**config.mk**
```make
export PLATFORM = sky130hd
export DESIGN_NAME = rxdpram_wr_ctrl
export DESIGN_NICKNAME = d
export VERILOG_FILES = /design/src/rtl/rxdpram_wr_ctrl.sv
export SDC_FILE = /design/constraint.sdc
export NUM_CORES = 1
export LEC_CHECK = 0
export CELL_PAD_IN_SITES_DETAIL_PLACEMENT = 1
export CELL_PAD_IN_SITES_GLOBAL_PLACEMENT = 1
export CORE_AREA = 3 3 110 112
export CTS_CLUSTER_DIAMETER = 30
export DETAILED_ROUTE_END_ITERATION = 6
export DIE_AREA = 0 0 113 115
export PLACE_DENSITY = 0.76
export RECOVER_POWER = 25
export REMOVE_ABC_BUFFERS = 1
export SYNTH_ARGS = -nofsm -noshare
export SYNTH_HDL_FRONTEND = slang
export SYNTH_SLANG_ARGS = --single-unit
```
**constraint.sdc**
```tcl
create_clock -name rxclka -period 4.2 [get_ports rxclka]
set_input_delay 1.05 -clock rxclka [delete_from_list [all_inputs] [get_ports rxclka]]
set_output_delay 1.05 -clock rxclka [all_outputs]
set_load 0.03 [all_outputs]
```
**src/rtl/rxdpram_wr_ctrl.sv**
```systemverilog
// rxdpram_wr_ctrl: writes rx stream frames into the rx dual-port RAM and hands full frames to the cache controller.
// Define RXDPRAM_DONE_SYNC_EN to pass rxdpram_wr_done through a 2-flop synchroniser.
module rxdpram_wr_ctrl #(
  parameter int ADDR_WIDTH  = 12,
  parameter int DATA_WIDTH  = 32,
  parameter int FRAME_WORDS = 4096
) (
  input  logic                  rxclka,
  input  logic                  rxrsta,
  input  logic                  rx_valid,
  input  logic [DATA_WIDTH-1:0] rx_data,
  input  logic                  rx_sof,
  output logic                  rxdpram_wea_a0,
  output logic [ADDR_WIDTH-1:0] rxdpram_addra_a0,
  output logic [DATA_WIDTH-1:0] rxdpram_din_a0,
  output logic                  rxdpram_wr_int,
  input  logic                  rxdpram_wr_done,
  output logic                  rx_busy,
  output logic [15:0]           rx_frame_cnt,
  output logic [15:0]           rx_drop_cnt
);
  localparam logic [1:0] IDLE      = 2'd0;
  localparam logic [1:0] FILL      = 2'd1;
  localparam logic [1:0] WAIT_DONE = 2'd2;
  localparam logic [ADDR_WIDTH-1:0] LAST = ADDR_WIDTH'(FRAME_WORDS - 1);
  logic [1:0] state, state_nxt;
  logic [ADDR_WIDTH-1:0] cnt, wr_addr;
  logic sof_acc, fill_acc, wr, last, drop, done_edge, done_fire;
`ifdef RXDPRAM_DONE_SYNC_EN
  logic done_s1, done_s2, done_q;
  always_ff @(posedge rxclka or posedge rxrsta) begin
    if (rxrsta) begin
      done_s1 <= 1'b0;
      done_s2 <= 1'b0;
      done_q  <= 1'b0;
    end else begin
      done_s1 <= rxdpram_wr_done;
      done_s2 <= done_s1;
      done_q  <= done_s2;
    end
  end
  assign done_edge = done_s2 & ~done_q;
`else
  logic done_q;
  always_ff @(posedge rxclka or posedge rxrsta) begin
    if (rxrsta) done_q <= 1'b0;
    else        done_q <= rxdpram_wr_done;
  end
  assign done_edge = rxdpram_wr_done & ~done_q;
`endif
  // a sof word restarts at address 0 from either IDLE or FILL; WAIT_DONE drops everything
  always_comb begin
    sof_acc   = rx_valid & rx_sof & (state != WAIT_DONE);
    fill_acc  = rx_valid & ~rx_sof & (state == FILL);
    wr        = sof_acc | fill_acc;
    drop      = rx_valid & ~wr;
    wr_addr   = sof_acc ? '0 : cnt;
    last      = wr & (wr_addr == LAST);
    done_fire = (state == WAIT_DONE) & done_edge;
    state_nxt = done_fire ? IDLE : last ? WAIT_DONE : wr ? FILL : state;
  end
  always_ff @(posedge rxclka or posedge rxrsta) begin
    if (rxrsta) begin
      state            <= IDLE;
      cnt              <= '0;
      rxdpram_wea_a0   <= 1'b0;
      rxdpram_addra_a0 <= '0;
      rxdpram_din_a0   <= '0;
      rxdpram_wr_int   <= 1'b0;
      rx_busy          <= 1'b0;
      rx_frame_cnt     <= '0;
      rx_drop_cnt      <= '0;
    end else begin
      state          <= state_nxt;
      rx_busy        <= state_nxt != IDLE;
      rxdpram_wea_a0 <= wr;
      if (wr) begin
        rxdpram_addra_a0 <= wr_addr;
        rxdpram_din_a0   <= rx_data;
        cnt              <= wr_addr + 1'b1;
      end
      rxdpram_wr_int <= last | (rxdpram_wr_int & ~done_fire);
      rx_frame_cnt   <= rx_frame_cnt + 16'(done_fire);
      if (drop && rx_drop_cnt != 16'hFFFF) rx_drop_cnt <= rx_drop_cnt + 16'd1;
    end
  end
endmodule

```
==> run summary, run 1 <==
Total of buffers placed on input and output ports - 115
Maximum vdd ir drop - 0.000181 V
Number of rows in the core area - 39
Die span in y - 115 µm
Number of antenna violations at the first check in global routing - 0
Most used cells in the layout excluding fill and tap cells - sky130_fd_sc_hd__nand2_1 (135), sky130_fd_sc_hd__clkdlybuf4s50_1 (113), sky130_fd_sc_hd__dfrtp_1 (94), sky130_fd_sc_hd__nor2_1 (23), sky130_fd_sc_hd__xnor2_1 (21)
Yosys reg bits - 94
Slowest CP cell - sky130_fd_sc_hd__clkinvlp_2
Crit path max-delay family - buffers and inverters
Buf+Inv Stages, Crit Path - 3
Number of endpoints with negative hold slack in the final report - 0
Path class of the lowest-slack min-delay path - flip-flop to flip-flop
Worst flop-to-flop path startpoint - state[1]$_DFF_PP0_
Critical Setup Path Class - primary input to asynchronous set/reset pin
Post-cts hold buffer count - 0
Leading cell type in the layout, fill and taps excluded - sky130_fd_sc_hd__nand2_1
CTS root buf - sky130_fd_sc_hd__clkbuf_16
Final HPWL DP - 7.39 mm
Core occupancy in the finished layout - 49.4%
Summed area of non-filler cells in the final layout - 0.00560 mm²
Startpoint of the lowest-slack hold path - rxdpram_din_a0[3]$_DFFE_PP0P_
Data arrival at the endpoint of the critical path - 3.48 ns
Clock tree buffer depth - 2
Core box area - 0.0113 mm²
Critical path required time - 4.62 ns
Count of inserted antenna diode cells - 0
Number of unique standard cell types used by synthesis - 42
Warning count from the yosys run - 0
TritonCTS clock tree - yes
Post-CTS Setup Inserts - 0
Leakage power total - 2.55 nW
Number of sinks on the clock net - 94
Share of the clock period used by the worst path - 72.9%
Crit-path cells - dlygate4sd3_1 -> clkinvlp_2 -> clkbuf_2
Overall via count from detail_route - 3243
Achievable clock frequency - 327 MHz
Setup skew after layout - 0.00540 ns
Number of CTS-inserted buffers - 9
Run status - finished, violations left
Launching element of the worst setup path - rxrsta
Total count of max-transition violations in the final report - 48
Cell area reported after detailed placement - 0.00531 mm²
Maximum number of pins on one net before global-route repair - 48
Layout net count - 562
Fraction of registers with async set or reset after synthesis - 100%
Die ar. - 0.0130 mm²
Syn_area_per_cell - 9.90 µm²
Number of filler cells placed in the layout - 1274
Number of synthesized flops with an enable pin - 0
H-Tree Level Count - 3
Overall power - 2.17 mW
Violations in the final reports - capacitance limit, slew limit
Synthesis-to-layout area growth - 39.6%
Shortest clock period the worst path allows after layout - 3.06 ns
Routability Congestion - 0.766
Worst path max stage delay - 1.18 ns
Total GRT Usage - 17.0%
Clock Latency Late Sink - 0.34 ns
Initial core utilization - 35.4%
Power density over cell area - 388 mW/mm²
WL final - 10.4 mm
Footprint of the multi-input gates - 0.00157 mm²
Count of non-filler cells in the finished layout - 669
Fraction of final layout cells sized beyond drive strength 1 - 5.70%
Cell count after synthesis - 405
Part of the Yosys area used for sequential elements - 58.7%
Max-capacitance violation count - 1
Post-synth top flop - sky130_fd_sc_hd__dfrtp_1
Iteration-0 DRC Markers - 120
Final number of setup-violating endpoints - 0
Detailed-route DRC error count - 0
Worst-case headroom to the max-slew limit - -37.6%
Post-CTS clock slew at the launch and capture registers of the worst setup and hold paths - 0.07 ns
Number of global-route vias before repair - 3536
Tightest Pin Transition - 2.05 ns
FF/Latch Area - 0.00235 mm²
Vias per cell - 4.85
Ports placed on the boundary - 116
Cells after DPL - 653
Routed Antenna Nets - 0
GR Overflow Total - 0
Worst-path maximum fanout - 47
Die boundary width - 113 µm
Accumulated negative setup slack - 0 ns
RSZ-0062 raised after global routing - false
Capturing element type of the critical path - asynchronous set/reset pin
Count of instances resized after the clock tree is built - 0
Wire length of the first global-routing pass - 17.7 mm
Average detailed-routed wire length per instance - 15.5 µm
Crit start category - primary input
Netlist area before placement - 0.00401 mm²
Number of search-and-repair iterations in the first detailed-routing pass - 4
==> cells by family (layout without fill, tap and decap cells) <==
| kind of cell | after synthesis | after routing | share of synthesized area (%) |
|---|---|---|---|
| AND/OR/NAND/NOR | 219 | 219 | 25.1 |
| flip-flops | 94 | 94 | 58.7 |
| XOR/XNOR | 34 | 34 | 7.43 |
| AO/OA/AOI/OAI | 31 | 31 | 4.81 |
| buffers and inverters | 21 | 142 | 2.22 |
| adder cells (fa/ha/maj) | 4 | 4 | 1.25 |
| multiplexers | 2 | 2 | 0.531 |
==> synth_stat cells, drive strengths merged (4+ instances only) <==
cell | count | area, µm²
nand4 | 10 | 62.6
clkbuf | 8 | 30.0
o21ai | 5 | 25.0
nor2 | 24 | 92.6
and3 | 6 | 37.5
inv | 7 | 26.3
xnor2 | 21 | 184
nand3 | 17 | 85.1
and2 | 4 | 25.0
dfrtp | 94 | 2350
ha | 4 | 50.1
nand2 | 136 | 513
buf | 6 | 32.5
a21oi | 14 | 70.1
xor2 | 13 | 114
and4 | 6 | 52.6
==> report_power, final <==
part	internal [mW]	switching (mW)
clock	0.460	0.343
sequential	0.965	0.0534
combinational	0.145	0.202
total	1.57	0.598
==> through the flow <==
| stage | hold WS (ns) | worst slack (ns) |
|---|---|---|
| floorplan | 0.474 | 0.613 |
| global placement | 0.456 | 0.932 |
| detailed placement | 0.465 | 0.850 |
| CTS | 0.482 | 1.16 |
| global route | 0.501 | 0.720 |
| finish | 0.476 | 1.14 |
==> final cells by class <==
class | count | share of cell area (%)
Clock buffer | 10 | 4.09
Clock inverter | 6 | 1.10
Inverter | 7 | 0.492
Multi-Input combinational cell | 290 | 28.0
Sequential cell | 94 | 42.0
Tap cell | 143 | 3.20
Timing Repair Buffer | 119 | 21.1
==> worst min-delay path: cells and delay by family, from the launching register on <==
| family | cells | cell delay (ns) |
|---|---|---|
| simple gates | 2 | 0.10 |
| flops | 1 | 0.34 |
==> sequential cells by signal, summed over array words and instances (netlist names) <==
| register | count |
|---|---|
| rxdpram_din_a0 | 32 |
| cnt | 12 |
| state | 2 |
| rxdpram_addra_a0 | 12 |
| rx_drop_cnt | 16 |
| rxdpram_wea_a0 | 1 |
| rx_busy | 1 |
| done_q | 1 |
| rx_frame_cnt | 16 |
| rxdpram_wr_int | 1 |
==> layer usage <==
| metal | vias up | global-route usage [%] | wire [µm] |
|---|---|---|---|
| met5 | - | 0 | 0 |
| met2 | 102 | 28.0 | 4990 |
| met1 | 1572 | 21.0 | 4390 |
| li1 | 1557 | - | - |
| met4 | 0 | 6.01 | 133 |
| met3 | 12 | 6.05 | 875 |
==> path summary, 6_finish.rpt <==
kind                                             endpoint  slack (ns)  cells after the start
min reg2reg                 rxdpram_din_a0[3]$_DFFE_PP0P_        0.48                      2
max in group rxclka                    state[1]$_DFF_PP0_        1.19                     10
max reg2reg                            state[1]$_DFF_PP0_        1.74                      9
min                         rxdpram_din_a0[3]$_DFFE_PP0P_        0.48                      2
min in group asynchronous      rx_frame_cnt[10]$_DFF_PP0_        1.70                      2
max                        rxdpram_din_a0[13]$_DFFE_PP0P_        1.14                      3
Power figures use the tool's default switching activity.
==> run 2, diff against run 1 <==
clock period = 3.2 ns   (was 4.2 ns; I/O delays follow)
==> run 2 against run 1 <==
Compared with the run above:
- the flow still finishes with violations (capacitance limit, slew limit)
- worst hold slack lost 0.0040 ns
- critical path depth is 7 higher
- global-route usage down 0.34 points
- routed wire length rose by 0.11%
- via count increased by 1.0%
- sequential share of layout area fell by 0.10 points
- non-clock buffer count is 2 higher
- combinational power grew 33%
- clock power increased by 24%
- critical endpoint is now rx_busy$_DFF_PP0_
- largest cell class unchanged
==> run summary, run 2 (synthesis results as in run 1) <==
H-Tree Level Count - 3 (unchanged)
Fraction of final layout cells sized beyond drive strength 1 - 5.51% (was 5.70%)
Overall power - 2.80 mW (was 2.17 mW)
Clock Latency Late Sink - 0.33 ns (was 0.34 ns)
Post-CTS Setup Inserts - 0 (unchanged)
Count of inserted antenna diode cells - 0 (unchanged)
Shortest clock period the worst path allows after layout - 2.79 ns
Number of rows in the core area - 39 (unchanged)
Path class of the lowest-slack min-delay path - flip-flop to flip-flop (unchanged)
Final number of setup-violating endpoints - 0 (unchanged)
Worst-path maximum fanout - 9 (was 47)
Iteration-0 DRC Markers - 211 (was 120)
Final HPWL DP - 7.54 mm (was 7.39 mm)
Clock tree buffer depth - 2 (unchanged)
Critical path required time - 3.46 ns (was 4.62 ns)
Worst slack on hold paths - 0.472 ns (was 0.476 ns)
Critical path endpoint - rx_busy$_DFF_PP0_ (was rxdpram_din_a0[13]$_DFFE_PP0P_)
Number of flip-flops in the largest register - 32 (unchanged)
Maximum vdd ir drop - 0.000224 V (was 0.000181 V)
Crit start category - primary input (unchanged)
Run status - finished, violations left (unchanged)
Routed Antenna Nets - 0 (unchanged)
Capturing element type of the critical path - flip-flop (was asynchronous set/reset pin)
Post-cts hold buffer count - 0 (unchanged)
Number of CTS-inserted buffers - 9 (unchanged)
Detailed-route DRC error count - 0 (unchanged)
Number of antenna violations at the first check in global routing - 0 (unchanged)
CTS root buf - sky130_fd_sc_hd__clkbuf_16 (unchanged)
WL final - 10.4 mm (about the same)
Maximum number of pins on one net before global-route repair - 51 (was 48)
Post-CTS clock slew at the launch and capture registers of the worst setup and hold paths - 0.06 ns (was 0.07 ns)
Total count of max-transition violations in the final report - 50 (was 48)
Sequential Power Share - 47.7% (was 47.0%)
Ports placed on the boundary - 116 (unchanged)
Vias per cell - 4.90 (was 4.85)
Worst flop-to-flop path startpoint - state[1]$_DFF_PP0_ (unchanged)
Overall via count from detail_route - 3277 (was 3243)
Switching Fraction - 27.0% (was 27.6%)
Share of the clock period used by the worst path - 87.3%
Die ar. - 0.0130 mm² (unchanged)
Worst reg2reg path endpoint - rx_busy$_DFF_PP0_ (was state[1]$_DFF_PP0_)
Critical Setup Path Class - primary input to flip-flop (was primary input to asynchronous set/reset pin)
Core box area - 0.0113 mm² (unchanged)
Leakage power total - 2.56 nW (was 2.55 nW)
Total GRT Usage - 16.7% (was 17.0%)
Max-capacitance violation count - 1 (unchanged)
Average detailed-routed wire length per instance - 15.5 µm (about the same)
Worst-case headroom to the max-slew limit - -30.9% (was -37.6%)
Achievable clock frequency - 358 MHz
Number of global-route vias before repair - 3574 (was 3536)
Die span in y - 115 µm (unchanged)
TritonCTS clock tree - yes (unchanged)
Proportion of power drawn by combinational gates - 16.5% (was 16.0%)
Power density over cell area - 499 mW/mm² (was 388 mW/mm²)
Most flop-heavy register - rxdpram_din_a0 (unchanged)
Setup skew after layout - 0.00615 ns (was 0.00540 ns)
Total of buffers placed on input and output ports - 115 (unchanged)
Tightest Pin Transition - 1.96 ns (was 2.05 ns)
Number of sinks on the clock net - 94 (unchanged)
Number of search-and-repair iterations in the first detailed-routing pass - 4 (unchanged)
Leading cell type in the layout, fill and taps excluded - sky130_fd_sc_hd__nand2_1 (unchanged)
Violations in the final reports - capacitance limit, slew limit (unchanged)
RSZ-0062 raised after global routing - false (unchanged)
Net switching power of the design - 0.754 mW (was 0.598 mW)
Data arrival at the endpoint of the critical path - 3.05 ns (was 3.48 ns)
Cell count of the worst reg-to-reg path - 9 (unchanged)
Count of non-filler cells in the finished layout - 669 (unchanged)
Die boundary width - 113 µm (unchanged)
Layout net count - 564 (was 562)
Synthesis-to-layout area growth - 39.9% (was 39.6%)
Count of instances resized after the clock tree is built - 0 (unchanged)
Cells after DPL - 655 (was 653)
Internal power summed over all cells - 2.04 mW (was 1.57 mW)
Minimum setup slack among reg-to-reg paths - 0.70 ns (was 1.74 ns)
Largest registers ranked by flip-flop count - rxdpram_din_a0 (32), rx_drop_cnt (16), rx_frame_cnt (16) (unchanged)
GR Overflow Total - 0 (unchanged)
Initial core utilization - 35.4% (unchanged)
Wire length of the first global-routing pass - 17.6 mm (was 17.7 mm)
Number of endpoints with negative hold slack in the final report - 0 (unchanged)
Most used cells in the layout excluding fill and tap cells - sky130_fd_sc_hd__nand2_1 (135), sky130_fd_sc_hd__clkdlybuf4s50_1 (113), sky130_fd_sc_hd__dfrtp_1 (94), sky130_fd_sc_hd__nor2_1 (23), sky130_fd_sc_hd__xnor2_1 (21) (unchanged)
Routability Congestion - 0.770 (was 0.766)
Launching element of the worst setup path - rx_valid (was rxrsta)
Clock group share of total power - 35.9% (was 37.1%)
## run 2: layer usage
layer	track usage (%)	routed length, µm
met4	5.29	103
met1	20.4	4460
met2	28.2	4990
met5	0	0
met3	5.53	850
## run 2: power by group through the flow
stage               clock network (mW)  registers (mW)  logic (mW)
global placement                     0            1.35       0.456
detailed placement                   0            1.35       0.469
CTS                               1.03            1.33       0.471
finish                            1.00            1.33       0.461
global route                      1.09            1.35       0.506
floorplan                            0            1.46       0.130
## run 2: area by class of cell
type,instances,area (µm²)
Clock buffer,13,270
Clock inverter,1,5.00
Fill cell,1315,5710
Inverter,7,26.3
Multi-Input combinational cell,290,1570
Sequential cell,94,2350
Tap cell,143,179
Timing Repair Buffer,121,1210
## run 2: metrics by stage
step	area, µm²	util (%)	TNS (ns)	setup slack, ns
4_1_cts	5610	49.6	0	0.396
5_1_grt	5610	49.5	0	0.100
3_3_place_gp	5340	47.1	0	0.175
3_5_place_dp	5340	47.1	0	0.0516
6_report	5610	49.5	0	0.408
2_1_floorplan	3950	-	-6.80	-0.137
## run 2: worst min-delay path by stage
stage	start	endpoint	depth (start not counted)
finish	rxdpram_din_a0[31]$_DFFE_PP0P_	rxdpram_din_a0[31]$_DFFE_PP0P_	2
global route	rxdpram_din_a0[7]$_DFFE_PP0P_	rxdpram_din_a0[7]$_DFFE_PP0P_	2
CTS	rxdpram_din_a0[31]$_DFFE_PP0P_	rxdpram_din_a0[31]$_DFFE_PP0P_	2
detailed placement	rxdpram_din_a0[26]$_DFFE_PP0P_	rxdpram_din_a0[26]$_DFFE_PP0P_	2
global placement	rx_frame_cnt[15]$_DFF_PP0_	rx_frame_cnt[15]$_DFF_PP0_	1
floorplan	cnt[1]$_DFFE_PP0P_	cnt[1]$_DFFE_PP0P_	2
## run 2: worst max-delay path, cell delays in order
cell                              delay [ns]
sky130_fd_sc_hd__clkdlybuf4s50_1        0.49
sky130_fd_sc_hd__nand2_1                0.16
sky130_fd_sc_hd__or2_2                  0.22
sky130_fd_sc_hd__and2_1                 0.17
sky130_fd_sc_hd__ha_1                   0.19
sky130_fd_sc_hd__nand4_1                0.18
sky130_fd_sc_hd__or2_4                  0.28
sky130_fd_sc_hd__nor4_4                 0.37
sky130_fd_sc_hd__o21ai_1                0.10
sky130_fd_sc_hd__o21ai_1                0.08
==> run 3, diff against run 2 <==
CORE_AREA = 3 3 79 156   (was 3 3 110 112)
DIE_AREA = 0 0 82 159   (was 0 0 113 115)
==> run 3 against run 2 <==
Compared with the run above:
- the flow still finishes with violations (capacitance limit, slew limit)
- clock power increased by 16%
- clock-buffer cell count shrank 4
- sequential power barely moved
- final cell count increased by 0.30%
- sequential share of layout area shrank 0.39 points
- die area rose by 0.33%
- fmax shrank 0.63%
- utilization increased by 0.62 points
==> run summary, run 3 (synthesis results as in run 1) <==
Run status - finished, violations left (unchanged)
Violations in the final reports - capacitance limit, slew limit (unchanged)
H-Tree Level Count - 3 (unchanged)
Post-CTS clock slew at the launch and capture registers of the worst setup and hold paths - 0.07 ns (was 0.06 ns)
Number of sinks on the clock net - 94 (unchanged)
Post-cts hold buffer count - 0 (unchanged)
Net switching power of the design - 0.811 mW (was 0.754 mW)
Number of instances on the worst hold path - 1 (was 2)
Summed area of non-filler cells in the final layout - 0.00566 mm² (was 0.00561 mm²)
Number of rows in the core area - 55 (was 39)
Max-capacitance violation count - 1 (unchanged)
Sequential Power Share - 45.2% (was 47.7%)
Cell area reported after detailed placement - 0.00534 mm² (about the same)
Post-CTS Setup Inserts - 0 (unchanged)
Switching Fraction - 27.4% (was 27.0%)
Share of the clock period used by the worst path - 87.8% (was 87.3%)
Number of flip-flops in the largest register - 32 (unchanged)
Die boundary width - 82 µm (was 113 µm)
Worst-case headroom to the max-slew limit - -25.5% (was -30.9%)
Clock group share of total power - 39.2% (was 35.9%)
Setup skew after layout - 0.00767 ns (was 0.00615 ns)
Power density over cell area - 523 mW/mm² (was 499 mW/mm²)
Average detailed-routed wire length per instance - 16.6 µm (was 15.5 µm)
Number of search-and-repair iterations in the first detailed-routing pass - 4 (unchanged)
Count of non-filler cells in the finished layout - 671 (was 669)
Most used cells in the layout excluding fill and tap cells - sky130_fd_sc_hd__nand2_1 (135), sky130_fd_sc_hd__clkdlybuf4s50_1 (113), sky130_fd_sc_hd__dfrtp_1 (94), sky130_fd_sc_hd__nor2_1 (23), sky130_fd_sc_hd__xnor2_1 (21) (unchanged)
Initial core utilization - 35.5% (was 35.4%)
Data arrival at the endpoint of the critical path - 3.07 ns (was 3.05 ns)
Clock Latency Late Sink - 0.34 ns (was 0.33 ns)
CTS root buf - sky130_fd_sc_hd__clkbuf_16 (unchanged)
Clock tree buffer depth - 2 (unchanged)
Synthesis-to-layout area growth - 41.2% (was 39.9%)
Shortest clock period the worst path allows after layout - 2.81 ns (was 2.79 ns)
Maximum number of pins on one net before global-route repair - 56 (was 51)
Final HPWL DP - 8.28 mm (was 7.54 mm)
Internal power summed over all cells - 2.15 mW (was 2.04 mW)
Largest registers ranked by flip-flop count - rxdpram_din_a0 (32), rx_drop_cnt (16), rx_frame_cnt (16) (unchanged)
Cell count of the worst reg-to-reg path - 9 (unchanged)
Die ar. - 0.0130 mm² (about the same)
Capturing element type of the critical path - flip-flop (unchanged)
Total GRT Usage - 18.3% (was 16.7%)
RSZ-0062 raised after global routing - false (unchanged)
Leading cell type in the layout, fill and taps excluded - sky130_fd_sc_hd__nand2_1 (unchanged)
Total count of max-transition violations in the final report - 40 (was 50)
Tightest Pin Transition - 1.87 ns (was 1.96 ns)
Maximum vdd ir drop - 0.000283 V (was 0.000224 V)
Wire length of the first global-routing pass - 18.6 mm (was 17.6 mm)
Total of buffers placed on input and output ports - 115 (unchanged)
Final number of setup-violating endpoints - 0 (unchanged)
Number of CTS-inserted buffers - 9 (unchanged)
Fraction of final layout cells sized beyond drive strength 1 - 6.43% (was 5.51%)
Achievable clock frequency - 356 MHz (was 358 MHz)
Layout net count - 565 (was 564)
Die span in y - 159 µm (was 115 µm)
Iteration-0 DRC Markers - 156 (was 211)
Vias per cell - 4.97 (was 4.90)
Number of antenna violations at the first check in global routing - 0 (unchanged)
Worst-path maximum fanout - 9 (unchanged)
TritonCTS clock tree - yes (unchanged)
WL final - 11.1 mm (was 10.4 mm)
Routed Antenna Nets - 0 (unchanged)
Most flop-heavy register - rxdpram_din_a0 (unchanged)
Count of inserted antenna diode cells - 0 (unchanged)
Path class of the lowest-slack min-delay path - flip-flop to flip-flop (unchanged)
Proportion of power drawn by combinational gates - 15.7% (was 16.5%)
Ports placed on the boundary - 116 (unchanged)
Count of instances resized after the clock tree is built - 0 (unchanged)
Critical Setup Path Class - primary input to flip-flop (unchanged)
Core box area - 0.0113 mm² (about the same)
Crit start category - primary input (unchanged)
Number of global-route vias before repair - 3705 (was 3574)
Detailed-route DRC error count - 0 (unchanged)
Number of endpoints with negative hold slack in the final report - 0 (unchanged)
Leakage power total - 2.58 nW (was 2.56 nW)
Routability Congestion - 0.791 (was 0.770)
Critical path required time - 3.46 ns (about the same)
Overall via count from detail_route - 3337 (was 3277)
Number of filler cells placed in the layout - 1296 (was 1315)
GR Overflow Total - 0 (unchanged)
Cells after DPL - 655 (unchanged)
==> run 3: power groups by stage <==
stage / Clock [mW] / Sequential (mW) / Combinational (mW)
final: 1.16 / 1.34 / 0.463
after global routing: 1.24 / 1.35 / 0.504
after CTS: 1.19 / 1.34 / 0.475
after detailed placement: 0 / 1.36 / 0.470
after global placement: 0 / 1.35 / 0.460
after floorplan: 0 / 1.46 / 0.130
==> run 3: per-layer routing <==
layer  share of wire (%)  wire length, µm  global-route usage [%]
met5                   0                0                       0
met3                 3.5              389                    3.11
met1                  35             3860                    19.0
met2                  59             6580                    34.5
met4                 2.9              324                    7.26
==> run 3: path summary, 6_finish.rpt <==
kind	slack, ns	start	endpoint
worst max-delay path	0.39	rx_valid	rx_busy$_DFF_PP0_
worst min-delay path	0.47	rx_frame_cnt[15]$_DFF_PP0_	rx_frame_cnt[15]$_DFF_PP0_
worst max register to register	0.69	state[1]$_DFF_PP0_	rx_busy$_DFF_PP0_
worst min register to register	0.47	rx_frame_cnt[15]$_DFF_PP0_	rx_frame_cnt[15]$_DFF_PP0_
max in group asynchronous	0.86	rxrsta	cnt[8]$_DFFE_PP0P_
min in group asynchronous	1.39	rxrsta	rx_drop_cnt[15]$_DFFE_PP0P_
==> run 3: cell type report <==
cell class                      count  area [µm²]  area share (%)
Clock inverter                      7        95.1            1.68
Clock buffer                        9         225            3.98
Timing Repair Buffer              122        1220            21.5
Sequential cell                    94        2350            41.5
Inverter                            7        27.5           0.486
Multi-Input combinational cell    290        1570            27.7
Tap cell                          142         178            3.14
==> run 3: worst max-delay path, cell delays in order <==
cell	delay (ns)
sky130_fd_sc_hd__clkdlybuf4s50_1	0.51
sky130_fd_sc_hd__nand2_1	0.17
sky130_fd_sc_hd__or2_2	0.23
sky130_fd_sc_hd__and2_1	0.15
sky130_fd_sc_hd__ha_1	0.18
sky130_fd_sc_hd__nand4_1	0.19
sky130_fd_sc_hd__or2_4	0.29
sky130_fd_sc_hd__nor4_4	0.37
sky130_fd_sc_hd__o21ai_1	0.10
sky130_fd_sc_hd__o21ai_1	0.09
==> run 3: per-stage QoR <==
step	TNS [ns]	util (%)	total power, mW	hold WS [ns]	setup WS [ns]
2_1_floorplan	-6.80	-	1.59	0.474	-0.137
3_3_place_gp	0	47.3	1.81	0.459	0.193
3_5_place_dp	0	47.3	1.83	0.462	0.0598
4_1_cts	0	50.2	3.00	0.477	0.387
5_1_grt	0	50.2	3.10	0.489	0.180
6_report	0	50.2	2.96	0.472	0.390
